===== src/rtl/ctrl_pkg.sv =====
// Shared opcode constants, FSM state, decode class and control-word layout
// for the control pipeline.
package ctrl_pkg;

    localparam int OP_W  = 5;
    localparam int CNT_W = 4;

    // Opcode group prefixes (upper bits of the 5-bit opcode)
    localparam logic [1:0] OPP_ALU = 2'b00;
    localparam logic [1:0] OPP_IMM = 2'b01;
    localparam logic [2:0] OPP_CBR = 3'b101;
    localparam logic [2:0] OPP_SH  = 3'b110;

    // Exact opcodes
    localparam logic [4:0] OP_LW  = 5'b10000;
    localparam logic [4:0] OP_SW  = 5'b10001;
    localparam logic [4:0] OP_JMP = 5'b11100;
    localparam logic [4:0] OP_JSB = 5'b11101;
    localparam logic [4:0] OP_RET = 5'b11110;

    typedef enum logic [1:0] {
        RUN     = 2'd0,
        BR_WAIT = 2'd1,
        KILL    = 2'd2
    } state_e;

    typedef enum logic [2:0] {
        CLS_SEQ = 3'd0,
        CLS_CBR = 3'd1,
        CLS_JMP = 3'd2,
        CLS_JSB = 3'd3,
        CLS_RET = 3'd4
    } cmd_cls_e;

    typedef struct packed {
        logic       ctrl_valid;
        logic       ALU1_mux;
        logic       status_en;
        logic       ALU_o_sh;
        logic       ex_o_mem;
        logic       reg_write;
        logic       MemWen;
        logic       RegDst;
        logic       push;
        logic       pop;
        logic [1:0] shiftOp;
        logic [1:0] PCmux;
        logic [2:0] ALUop;
    } ctrl_word_t;

endpackage


===== src/rtl/ctrl_decode.sv =====
// Combinational opcode decode: produces the control word and a class tag the
// pipeline FSM uses for sequencing and return-stack bookkeeping.
module ctrl_decode
    import ctrl_pkg::*;
#(
    parameter int CMD_W = 5
) (
    input  logic [CMD_W-1:0] command,
    input  logic             full,
    input  logic             empty,
    output ctrl_word_t       word,
    output cmd_cls_e         cls
);

    logic [OP_W-1:0] op;
    logic            hi_zero;

    assign op = command[OP_W-1:0];

    // Any set bit above the base opcode makes the command illegal
    if (CMD_W > OP_W) begin : g_hi
        assign hi_zero = ~|command[CMD_W-1:OP_W];
    end else begin : g_nohi
        assign hi_zero = 1'b1;
    end

    always_comb begin
        word            = '0;
        word.ctrl_valid = 1'b1;
        cls             = CLS_SEQ;
        if (hi_zero) begin
            if (op[4:3] == OPP_ALU || op[4:3] == OPP_IMM) begin
                word.status_en = 1'b1;
                word.reg_write = 1'b1;
                word.ALU1_mux  = (op[4:3] == OPP_IMM);
                word.ALUop     = op[2:0];
            end else if (op[4:2] == OPP_SH) begin
                word.status_en = 1'b1;
                word.reg_write = 1'b1;
                word.ALU_o_sh  = 1'b1;
                word.shiftOp   = op[1:0];
            end else if (op[4:2] == OPP_CBR) begin
                cls = CLS_CBR;
            end else if (op == OP_LW) begin
                word.ALU1_mux  = 1'b1;
                word.ex_o_mem  = 1'b1;
                word.reg_write = 1'b1;
            end else if (op == OP_SW) begin
                word.ALU1_mux = 1'b1;
                word.ex_o_mem = 1'b1;
                word.MemWen   = 1'b1;
                word.RegDst   = 1'b1;
            end else if (op == OP_JMP) begin
                word.PCmux = 2'd2;
                cls        = CLS_JMP;
            end else if (op == OP_JSB) begin
                // A full stack still redirects; only the push is suppressed
                word.PCmux = 2'd2;
                word.push  = ~full;
                cls        = CLS_JSB;
            end else if (op == OP_RET) begin
                word.PCmux = 2'd3;
                word.pop   = ~empty;
                cls        = CLS_RET;
            end
        end
    end

endmodule


===== src/rtl/ctrl_pipe.sv =====
// Control pipeline: accepts commands, registers the decoded control word,
// stalls on conditional jumps and tracks return-stack depth.
module ctrl_pipe
    import ctrl_pkg::*;
#(
    parameter int BR_LAT      = 2,
    parameter int STACK_DEPTH = 8,
    parameter int CMD_W       = 5
) (
    input  logic                           clk,
    input  logic                           rst,
    input  logic                           cmd_valid,
    input  logic [CMD_W-1:0]               command,
    input  logic                           br_taken,
    input  logic                           flush,
    output logic                           ctrl_valid,
    output logic                           ALU1_mux,
    output logic                           status_en,
    output logic                           ALU_o_sh,
    output logic                           ex_o_mem,
    output logic                           reg_write,
    output logic                           MemWen,
    output logic                           RegDst,
    output logic                           push,
    output logic                           pop,
    output logic [1:0]                     shiftOp,
    output logic [1:0]                     PCmux,
    output logic [2:0]                     ALUop,
    output logic                           stall,
    output logic [$clog2(STACK_DEPTH):0]   depth,
    output logic                           stack_err
);

    localparam int DW = $clog2(STACK_DEPTH) + 1;

    state_e           state, state_nxt;
    logic [CNT_W-1:0] cnt, cnt_nxt;
    logic [DW-1:0]    depth_nxt;
    logic             err_nxt;
    logic             full, empty;
    ctrl_word_t       word_q, word_nxt, dec_word;
    cmd_cls_e         dec_cls;

    assign full  = (depth == DW'(STACK_DEPTH));
    assign empty = (depth == '0);
    assign stall = (state == BR_WAIT);

    ctrl_decode #(.CMD_W(CMD_W)) u_dec (
        .command (command),
        .full    (full),
        .empty   (empty),
        .word    (dec_word),
        .cls     (dec_cls)
    );

    always_comb begin
        state_nxt = state;
        cnt_nxt   = cnt;
        depth_nxt = depth;
        err_nxt   = stack_err;
        word_nxt  = '0;
        if (flush) begin
            state_nxt = RUN;
            cnt_nxt   = '0;
        end else begin
            case (state)
                RUN: begin
                    if (cmd_valid) begin
                        word_nxt = dec_word;
                        case (dec_cls)
                            CLS_CBR: begin
                                state_nxt = BR_WAIT;
                                cnt_nxt   = CNT_W'(BR_LAT - 1);
                            end
                            CLS_JMP: state_nxt = KILL;
                            CLS_JSB: begin
                                state_nxt = KILL;
                                if (full) err_nxt = 1'b1;
                                else      depth_nxt = depth + DW'(1);
                            end
                            CLS_RET: begin
                                state_nxt = KILL;
                                if (empty) err_nxt = 1'b1;
                                else       depth_nxt = depth - DW'(1);
                            end
                            default: ;
                        endcase
                    end
                end
                BR_WAIT: begin
                    if (cnt == '0) begin
                        // Resolution word: valid either way, redirect only if taken
                        word_nxt.ctrl_valid = 1'b1;
                        if (br_taken) begin
                            word_nxt.PCmux = 2'd1;
                            state_nxt      = KILL;
                        end else begin
                            state_nxt = RUN;
                        end
                    end else begin
                        cnt_nxt = cnt - CNT_W'(1);
                    end
                end
                KILL:    state_nxt = RUN;
                default: state_nxt = RUN;
            endcase
        end
    end

    always_ff @(posedge clk) begin
        if (rst) begin
            state     <= RUN;
            cnt       <= '0;
            depth     <= '0;
            stack_err <= 1'b0;
            word_q    <= '0;
        end else begin
            state     <= state_nxt;
            cnt       <= cnt_nxt;
            depth     <= depth_nxt;
            stack_err <= err_nxt;
            word_q    <= word_nxt;
        end
    end

    assign ctrl_valid = word_q.ctrl_valid;
    assign ALU1_mux   = word_q.ALU1_mux;
    assign status_en  = word_q.status_en;
    assign ALU_o_sh   = word_q.ALU_o_sh;
    assign ex_o_mem   = word_q.ex_o_mem;
    assign reg_write  = word_q.reg_write;
    assign MemWen     = word_q.MemWen;
    assign RegDst     = word_q.RegDst;
    assign push       = word_q.push;
    assign pop        = word_q.pop;
    assign shiftOp    = word_q.shiftOp;
    assign PCmux      = word_q.PCmux;
    assign ALUop      = word_q.ALUop;

endmodule


===== config.mk =====
export PLATFORM = sky130hd
export DESIGN_NAME = ctrl_pipe
export DESIGN_NICKNAME = d
export VERILOG_FILES = /design/src/rtl/ctrl_pkg.sv /design/src/rtl/ctrl_decode.sv /design/src/rtl/ctrl_pipe.sv
export SDC_FILE = /design/constraint.sdc
export NUM_CORES = 1
export LEC_CHECK = 0
export CAP_MARGIN = 20
export CORE_MARGIN = 3
export CORE_UTILIZATION = 47
export DETAILED_ROUTE_END_ITERATION = 16
export PLACE_DENSITY = 0.78
export SLEW_MARGIN = 40
export SYNTH_ARGS = -nofsm -noshare
export SYNTH_HDL_FRONTEND = slang
export SYNTH_SLANG_ARGS = --single-unit

===== constraint.sdc =====
create_clock -name clk -period 2.2 [get_ports clk]
set_input_delay 0.22 -clock clk [delete_from_list [all_inputs] [get_ports clk]]
set_output_delay 0.22 -clock clk [all_outputs]
set_load 0.02 [all_outputs]

* Word-level counts from Yosys, hierarchy flattened *
Index checks and enable logic that the tools add are counted.
Widths: inputs -> output; s select.

word-level totals
  register bits after elaboration = 28
  output and inout port bits = 23
  word-level logic and storage cells = 132

operators by class
  $add $sub $neg = 3
  eq/ne operators = 23
  muxes and demuxes = 59
  bitwise logic cells = 9
  reductions and logical operators = 21

operator list
  kind                 count
  $mux 2               17
  $mux 4               7
  $mux 3               9
  $eq 5x5->1 const B   5
  $mux 17              1
  $mux 1               16
  $pmux 4 s2           2
  $pmux 2 s2           3
  $reduce_and 6->1     2
  $reduce_or 12->1     1
  $reduce_or 11->1     1
  $reduce_or 5->1      2
  $eq 3x3->1 const B   3
  $not 1->1            9
  $logic_not 4->1      2
  $mux 8               1
  $ne 2x1->1 const B   4
  $ne 2x2->1 const B   4
  $reduce_or 8->1      1
  $sub 4x1->4 const B  2
  $reduce_or 7->1      1
  $eq 3x2->1 const B   2
  $mux 6               1
  $reduce_or 6->1      1
  other kinds (14)     18

* Depth between registers and ports, before layout *
Gate-level depths: netlist (run 1).

  depth in word-level cells = 14
  mapped depth = 8
  depth with buffers taken out = 8

* Modules after synthesis *
From an unflattened synthesis (run 1), not the netlist that was laid out.

unflattened totals
  cell total of the unflattened synthesis = 149
  area, all modules = 1355.0 um^2

modules (own cells, without submodules)
  module       instances  cells an instance  area each (um^2)  seq. area each (um^2)
  ctrl_pipe    1          120                1147.4            560.5
  ctrl_decode  1          29                 207.7             0.0

* Worst setup path before layout (run 1) *
No wires, ideal clock.

  kind = input-to-reg
  start = in command[0]
  end = reg depth[3]
  library setup time = 0.123 ns
  data arrival time = 1.839 ns
  required time = 2.077 ns
  setup slack = 0.237 ns
  stages = 8
  path buffers = 0
  cell sequence = nand2b_1 > or2_2 > inv_1 > ha_1 > a21oi_1 > a211oi_1 > nor4b_2 > mux2_1

on the way
  longest elaborated chain between the ends = 12
  elaborated cells on any way between the ends = 20
  those cells by class = 9 x eq/ne; 9 x mux; 2 x reduce/logical

ends and longest elaborated chain
  item                                                              line               RTL
  from (decl)                                                       ctrl_pipe.sv:13    input logic [CMD_W-1:0] command,
  $eq 5x5->1                                                        ctrl_decode.sv:61  end else if (op == OP_RET) begin
  $mux 3                                                            ctrl_decode.sv:61
  $mux 3                                                            ctrl_decode.sv:56  end else if (op == OP_JSB) begin
  $mux 3                                                            ctrl_decode.sv:53  end else if (op == OP_JMP) begin
  $mux 3                                                            ctrl_decode.sv:48  end else if (op == OP_SW) begin
  $mux 3 *                                                          ctrl_decode.sv:44  end else if (op == OP_LW) begin
  $mux 3 *                                                          ctrl_decode.sv:42  end else if (op[4:2] == OPP_CBR) begin
  $mux 3 *                                                          ctrl_decode.sv:37  end else if (op[4:2] == OPP_SH) begin
  $mux 3 *                                                          ctrl_decode.sv:32  if (op[4:3] == OPP_ALU || op[4:3] == OPP_IMM) begin
  $eq 3x2->1 / $eq 3x3->1 (equally long branches)                   ctrl_pipe.sv:70    case (dec_cls)
  $ne 2x2->1 (no line) / $reduce_bool 2->1 (equally long branches)  --
  $reduce_and 6->1 (no line)                                        --
  to (signal assigned)                                              ctrl_pipe.sv:120   depth <= depth_nxt;
  to (decl)                                                         ctrl_pipe.sv:30    output logic [$clog2(STACK_DEPTH):0] depth,

Every way passes the cells marked *; elsewhere a longest branch is shown, timed or not.
A chain may end at the register's enable or synchronous reset.

* Worst setup path after layout (run 1) *
  start = in command[2]
  end = reg depth[3]

on the way
  longest elaborated chain between the ends = 12
  elaborated cells on any way between the ends = 22
  those cells by class = 11 x eq/ne; 9 x mux; 2 x reduce/logical

ends and longest elaborated chain
  item                                                              line
  $eq 5x5->1                                                        ctrl_decode.sv:61
  $mux 3                                                            ctrl_decode.sv:61
  $mux 3                                                            ctrl_decode.sv:56
  $mux 3                                                            ctrl_decode.sv:53
  $mux 3                                                            ctrl_decode.sv:48
  $mux 3                                                            ctrl_decode.sv:44
  $mux 3                                                            ctrl_decode.sv:42
  $mux 3 *                                                          ctrl_decode.sv:37
  $mux 3 *                                                          ctrl_decode.sv:32
  $eq 3x2->1 / $eq 3x3->1 (equally long branches)                   ctrl_pipe.sv:70
  $ne 2x2->1 (no line) / $reduce_bool 2->1 (equally long branches)  --
  $reduce_and 6->1 (no line)                                        --

Marked as above.

==> flow_summary.ini, run 1 <==
[clock_tree]
cts_hold_buf = 0
worstSkewPairLatency_ns = 0.34
path_clk_slew_ns = 0.15
clk_root_buffer_cell = sky130_fd_sc_hd__clkbuf_4
cts_setup_buffers = 0
cts_tree = done
clock_sink_count = 27
cts_buffers = 3
clk_path_buf_depth = 2
cts_resized = 0
htree_levels = 1

[logic_synthesis]
count_of_flip_flops_with_a_built_in_enable_after_synthesis = 0
ys_top_cells_by_area = sky130_fd_sc_hd__dfxtp_1 45%, sky130_fd_sc_hd__a21oi_1 4.1%, sky130_fd_sc_hd__ha_1 4.1%
synth.top_cell.area_share = 0.445
avgSynthCellArea_um2 = 9.26
yosysMostFrequentCell = sky130_fd_sc_hd__dfxtp_1
synth_mux_area_frac = 0.0268
synth_top_family_by_area = simple AND/OR/NAND/NOR gates
synth_xor_area_frac = 0.00722
fraction_of_the_mapped_netlist_area_in_compound_gates = 0.148
post_synth_most_frequent_cells = 27 x sky130_fd_sc_hd__dfxtp_1, 10 x sky130_fd_sc_hd__a21oi_1, 10 x sky130_fd_sc_hd__inv_1, 10 x sky130_fd_sc_hd__nor3_1, 7 x sky130_fd_sc_hd__o21ai_0
synth.yosys.seq_area_share = 0.445
mapped_nets = 146
synthSimpleGateAreaFrac = 0.267
postSynth.topFlopCell = sky130_fd_sc_hd__dfxtp_1
yosysUniqueCellTypes = 42
syn-cell-area_um2 = 1210
synth-async-reset-ratio = 0
synth_seq_cells = 27
synth_adder_area_share = 0.0577
yosysWarningCount = 0
netlist.top_cell.by_area = sky130_fd_sc_hd__dfxtp_1
synthCells = 131

[sta]
fin_skew_ns = 0.0161
min_period_over_period = 0.929
setup_violations = 0
final.setup.worst_slack_ns = 0.156
rsz0062_at_grt = no
max-slew-margin-rel = 0.585
timing.final.hold_violations = 0
timing_max_transition_violations_final = 0
max_clock_freq_mhz = 489
worst-slew-pin-transition_ns = 0.621
period_needed_ns = 2.04

[setup_path]
timing.critical_path.slowest_cell_delay_ns = 0.50
timing.critical_path.slowest_stage_cell = sky130_fd_sc_hd__clkdlybuf4s50_1
crit_path_cell_trace = clkdlybuf4s50_1, nand3_2, or2_2, inv_1, ha_1, a21oi_1, a211oi_1, nor4b_2, mux2_1
cp.required_ns = 2.45
timing.critical_path.arrival_ns = 2.29
cp-start-kind = input pin
critical_path.n_buffers_inverters = 2
type_of_the_worst_setup_path = input pin to flip-flop
cp-end-kind = flip-flop
crit_family = simple AND/OR/NAND/NOR gates
worstPathMaxFanout = 4

[global_routing]
grt_first_pass_wirelength_um = 4860
gr-usage-all-layers = 0.187
grt_start_max_net_pins = 16
antenna_found_initial = 0
number_of_global_route_vias_before_repair = 1116
overflow = 0

[placement]
post-dp-hpwl_um = 2130
portBuffers = 32
final_gp_congestion = 0.859
place.detailed.instances = 199
placement.cell_area_um2 = 1640
dp_slack_ns = -0.201

[floorplan]
core_area_um2 = 2320
core.rowCount = 17
die_height_um = 56.8
floorplan.die_area_um2 = 3230
design.portCount = 33
die_w_um = 56.8
initial_utilization = 0.523

[flow_run]
maxCapViolCount = 0

[pwr]
design_power_total_uw = 806
power.density_cell_area_nw_per_um2 = 483
total_leakage_power_nw = 0.601
power.ir.vdd_worst_v = 0.000380

[drt]
detailedRoute.firstPassIterationCount = 4
via_count = 1142
viasPerCell = 5.63
ant_nets = 0
drc = 0
detailedRoute.firstIterationViolations = 25
wl_per_cell_um = 13.5
total_wirelength_um = 2750

[finish]
diodes = 0
finalInstanceArea_um2 = 1670
final_net_count = 191
area_growth_syn_to_layout_pct = 37.3
layout.cells.non_filler = 203
drive_gt1_frac = 0.143
post-route-util = 0.719

[min_path]
hold_wc_path_type = flip-flop to flip-flop

[outcome]
status = finished clean
stage by stage:
stage               setup TNS [ns]  hold slack, ns
detailed placement          -0.201           0.459
floorplan                        0           0.299
global placement            -0.156           0.462
global route                     0           0.517
CTS                              0           0.503
finish                           0           0.495
placed cells by master (no fill, tap or decap), types with 2 or more instances in the layout:
master	instances
sky130_fd_sc_hd__clkdlybuf4s50_1	32
sky130_fd_sc_hd__dfxtp_1	27
sky130_fd_sc_hd__buf_4	12
sky130_fd_sc_hd__inv_1	10
sky130_fd_sc_hd__a21oi_1	10
sky130_fd_sc_hd__nor3_1	10
sky130_fd_sc_hd__o21ai_0	7
sky130_fd_sc_hd__nor2_1	6
sky130_fd_sc_hd__nand2b_1	4
sky130_fd_sc_hd__nor4_1	4
sky130_fd_sc_hd__and2_1	4
sky130_fd_sc_hd__ha_1	4
sky130_fd_sc_hd__or2_2	3
sky130_fd_sc_hd__nand3_1	3
sky130_fd_sc_hd__nand2_1	3
sky130_fd_sc_hd__a31oi_1	3
sky130_fd_sc_hd__or3_1	3
sky130_fd_sc_hd__clkbuf_4	3
sky130_fd_sc_hd__nor2b_1	2
sky130_fd_sc_hd__a211oi_1	2
worst min-delay path: cells and delay by family (launching register included):
| family | cells | cell delay (ns) |
|---|---|---|
| and+or+nand+nor | 1 | 0.07 |
| DFF | 1 | 0.35 |
| AOI/OAI and AO/OA | 1 | 0.04 |
cell families after synthesis:
logic type	Yosys count
compound gates	29
buf+inv	14
fa+ha+maj	5
mux	3
flops	27
xor+xnor	1
simple gates	52
layer usage:
metal	GRT usage	wire length (um)	vias to the layer above
li1	-	-	560
met1	0.225	1200	539
met2	0.335	1320	38
met3	0.0253	185	5
met4	0.0695	46	0
met5	0	0	-
final cells by class:
class	instances	area, um^2
fillers	186	652
well taps	28	35.0
inverters	10	37.5
flip-flops and latches	27	541
repair buffers	44	410
multi-input cells	90	616
clock inverters	1	5.00
clock buffers	3	22.5
flip-flops by register name, summed over array words and instances, names as in the netlist, 2 cells and up:
| signal | count |
|---|---|
| depth | 4 |
| ALUop | 3 |
| state | 2 |
| shiftOp | 2 |
| PCmux | 2 |
| cnt | 4 |
power breakdown:
part / switching, mW / internal (mW) / total (mW)
sequential: 0.00260 / 0.494 / 0.497
clock: 0.146 / 0.0684 / 0.214
combinational: 0.0474 / 0.0471 / 0.0944
total: 0.196 / 0.610 / 0.806
path summary, 6_finish.rpt:
| kind | start | to | slack, ns | depth (start not counted) |
|---|---|---|---|---|
| max | command[2] | depth[3]$_SDFFE_PP0P_ | 0.16 | 9 |
| min | stack_err$_SDFFE_PP0P_ | stack_err$_SDFFE_PP0P_ | 0.50 | 2 |
| max reg2reg | state[0]$_SDFFE_PP0P_ | MemWen$_SDFF_PP0_ | 0.32 | 4 |
| min reg2reg | stack_err$_SDFFE_PP0P_ | stack_err$_SDFFE_PP0P_ | 0.50 | 2 |
No activity file was read; power rests on OpenSTA's default activity.
==> run 2: changes to the inputs <==
--- a/config.mk
+++ b/config.mk
@@ -6,6 +6,7 @@
 export NUM_CORES = 1
 export LEC_CHECK = 0
 export CAP_MARGIN = 20
+export CORE_ASPECT_RATIO = 1.5
 export CORE_MARGIN = 3
 export CORE_UTILIZATION = 47
 export DETAILED_ROUTE_END_ITERATION = 16
==> run 2 against run 1 <==
Global-route usage is essentially flat. Setup slack got worse by 0.027 ns. Hold slack is essentially flat. Critical path depth is the same. Non-clock buffer count increased by 2. Register-to-register slack improved by 0.08 ns. Combinational power increased by 2.6%. Sequential cell count is the same. Critical endpoint unchanged. Sequential share of layout area decreased by 0.48 points. Clock skew down 0.015 ns. Via count shrank 0.44%. Die area up 0.39%.
==> flow_summary.ini, run 2 (synthesis gave the netlist of run 1 again) <==
[finish]
area_growth_syn_to_layout_pct = 39.4
diodes = 0
mostFrequentLayoutCell = sky130_fd_sc_hd__clkdlybuf4s50_1
layout.cells.non_filler = 200
post-route-util = 0.723
num-fill-cells = 199
final_cell_mix = 32 x sky130_fd_sc_hd__clkdlybuf4s50_1, 27 x sky130_fd_sc_hd__dfxtp_1, 14 x sky130_fd_sc_hd__buf_4
final_net_count = 193
drive_gt1_frac = 0.169

[clock_tree]
clk_root_buffer_cell = sky130_fd_sc_hd__clkbuf_4
htree_levels = 1
cts_buffers = 3
clk_path_buf_depth = 2
worstSkewPairLatency_ns = 0.32
path_clk_slew_ns = 0.14
cts_tree = done
clock_sink_count = 27
cts_hold_buf = 0

[drt]
via_count = 1137
total_wirelength_um = 2760
drc = 0
detailedRoute.firstPassIterationCount = 4
detailedRoute.firstIterationViolations = 33
wl_per_cell_um = 13.8
ant_nets = 0
viasPerCell = 5.69

[sta]
min_period_over_period = 0.941
timing_max_transition_violations_final = 0
max-slew-margin-rel = 0.605
max_clock_freq_mhz = 483
timing.final.hold_violations = 0
rsz0062_at_grt = no
worst-slew-pin-transition_ns = 0.592
hold_ws_ns = 0.495
final.setup.worst_slack_ns = 0.129
period_needed_ns = 2.07
setup_violations = 0
final_setup_tns_ns = 0
fin_skew_ns = 0.00103

[global_routing]
grt_first_pass_wirelength_um = 4470
antenna_found_initial = 0
gr-usage-all-layers = 0.187
overflow = 0
number_of_global_route_vias_before_repair = 1103
grt_start_max_net_pins = 16

[floorplan]
design.portCount = 33
die_height_um = 68.2
core_area_um2 = 2340
die_w_um = 47.5
initial_utilization = 0.519
floorplan.die_area_um2 = 3240
core.rowCount = 21

[outcome]
status = finished clean

[placement]
post-dp-hpwl_um = 2160
portBuffers = 32
dp_slack_ns = -0.244
final_gp_congestion = 0.866
place.detailed.instances = 196

[pwr]
power.density_cell_area_nw_per_um2 = 475
total_leakage_power_nw = 0.605
power.ir.vdd_worst_v = 0.000345

[setup_path]
cp-start-kind = input pin
type_of_the_worst_setup_path = input pin to flip-flop
cp-end-kind = flip-flop
worst_setup_path_startpoint = command[0]
worstPathMaxFanout = 4
worstReg2RegStart = depth[2]$_SDFFE_PP0P_
cp.required_ns = 2.42
timing.critical_path.arrival_ns = 2.29

[min_path]
hold_start = stack_err$_SDFFE_PP0P_
hold_wc_path_type = flip-flop to flip-flop

[flow_run]
maxCapViolCount = 0
==> run 2: cell count changes in the layout (fill, tap and decap cells not counted) <==
cell and delta:
sky130_fd_sc_hd__a21oi_2 +1, sky130_fd_sc_hd__inv_1 -1, sky130_fd_sc_hd__ha_1 -1, sky130_fd_sc_hd__inv_2 +1, sky130_fd_sc_hd__buf_4 +2, sky130_fd_sc_hd__ha_4 +1
sky130_fd_sc_hd__a21oi_1 -1
==> run 2: timing repair <==
action                                  4_1_cts  5_1_grt
gates resized for setup                       0        3
endpoints found under the setup margin        0        1
buffers inserted                              0        0
hold endpoints to repair                      0        0
==> run 2: power by group <==
part,internal (mW),switching [mW],leakage (nW)
clock,0.0681,0.142,0.0177
sequential,0.494,0.00252,0.218
combinational,0.0495,0.0474,0.369
total,0.612,0.191,0.605
==> run 2: metrics by stage <==
| stage | area, um^2 | power, mW |
|---|---|---|
| after floorplan | 1210 | 0.547 |
| after global placement | 1650 | 0.602 |
| after detailed placement | 1650 | 0.603 |
| after CTS | 1680 | 0.810 |
| after global routing | 1690 | 0.835 |
| final | 1690 | 0.803 |
==> run 2: final cells by class <==
type | instances | area (um^2) | area share
inverters | 10 | 37.5 | 0.0222
clock buffers | 3 | 22.5 | 0.0133
multi-input cells | 90 | 632 | 0.374
well taps | 23 | 28.8 | 0.0170
flip-flops and latches | 27 | 541 | 0.320
clock inverters | 1 | 5.00 | 0.00296
repair buffers | 46 | 425 | 0.251
==> run 2: final timing paths <==
check,end,slack [ns],cells past startpoint
worst max register to register,depth[3]$_SDFFE_PP0P_,0.40,4
worst min-delay path,stack_err$_SDFFE_PP0P_,0.49,2
worst min register to register,stack_err$_SDFFE_PP0P_,0.49,2
worst max-delay path,depth[3]$_SDFFE_PP0P_,0.13,9
==> run 2: worst max-delay path, stage by stage <==
cell	delay (ns)
sky130_fd_sc_hd__clkdlybuf4s50_1	0.42
sky130_fd_sc_hd__nand2b_1	0.18
sky130_fd_sc_hd__or2_2	0.30
sky130_fd_sc_hd__inv_2	0.08
sky130_fd_sc_hd__ha_4	0.21
sky130_fd_sc_hd__a21oi_2	0.14
sky130_fd_sc_hd__a211oi_1	0.11
sky130_fd_sc_hd__nor4b_2	0.29
sky130_fd_sc_hd__mux2_1	0.34
==> run 2: layer usage <==
metal / share of wire / global-route usage / vias up
li1: - / - / 567
met5: 0 / 0 / -
met4: 0.011 / 0.0657 / 0
met2: 0.55 / 0.354 / 44
met3: 0.053 / 0.0237 / 4
met1: 0.38 / 0.200 / 522
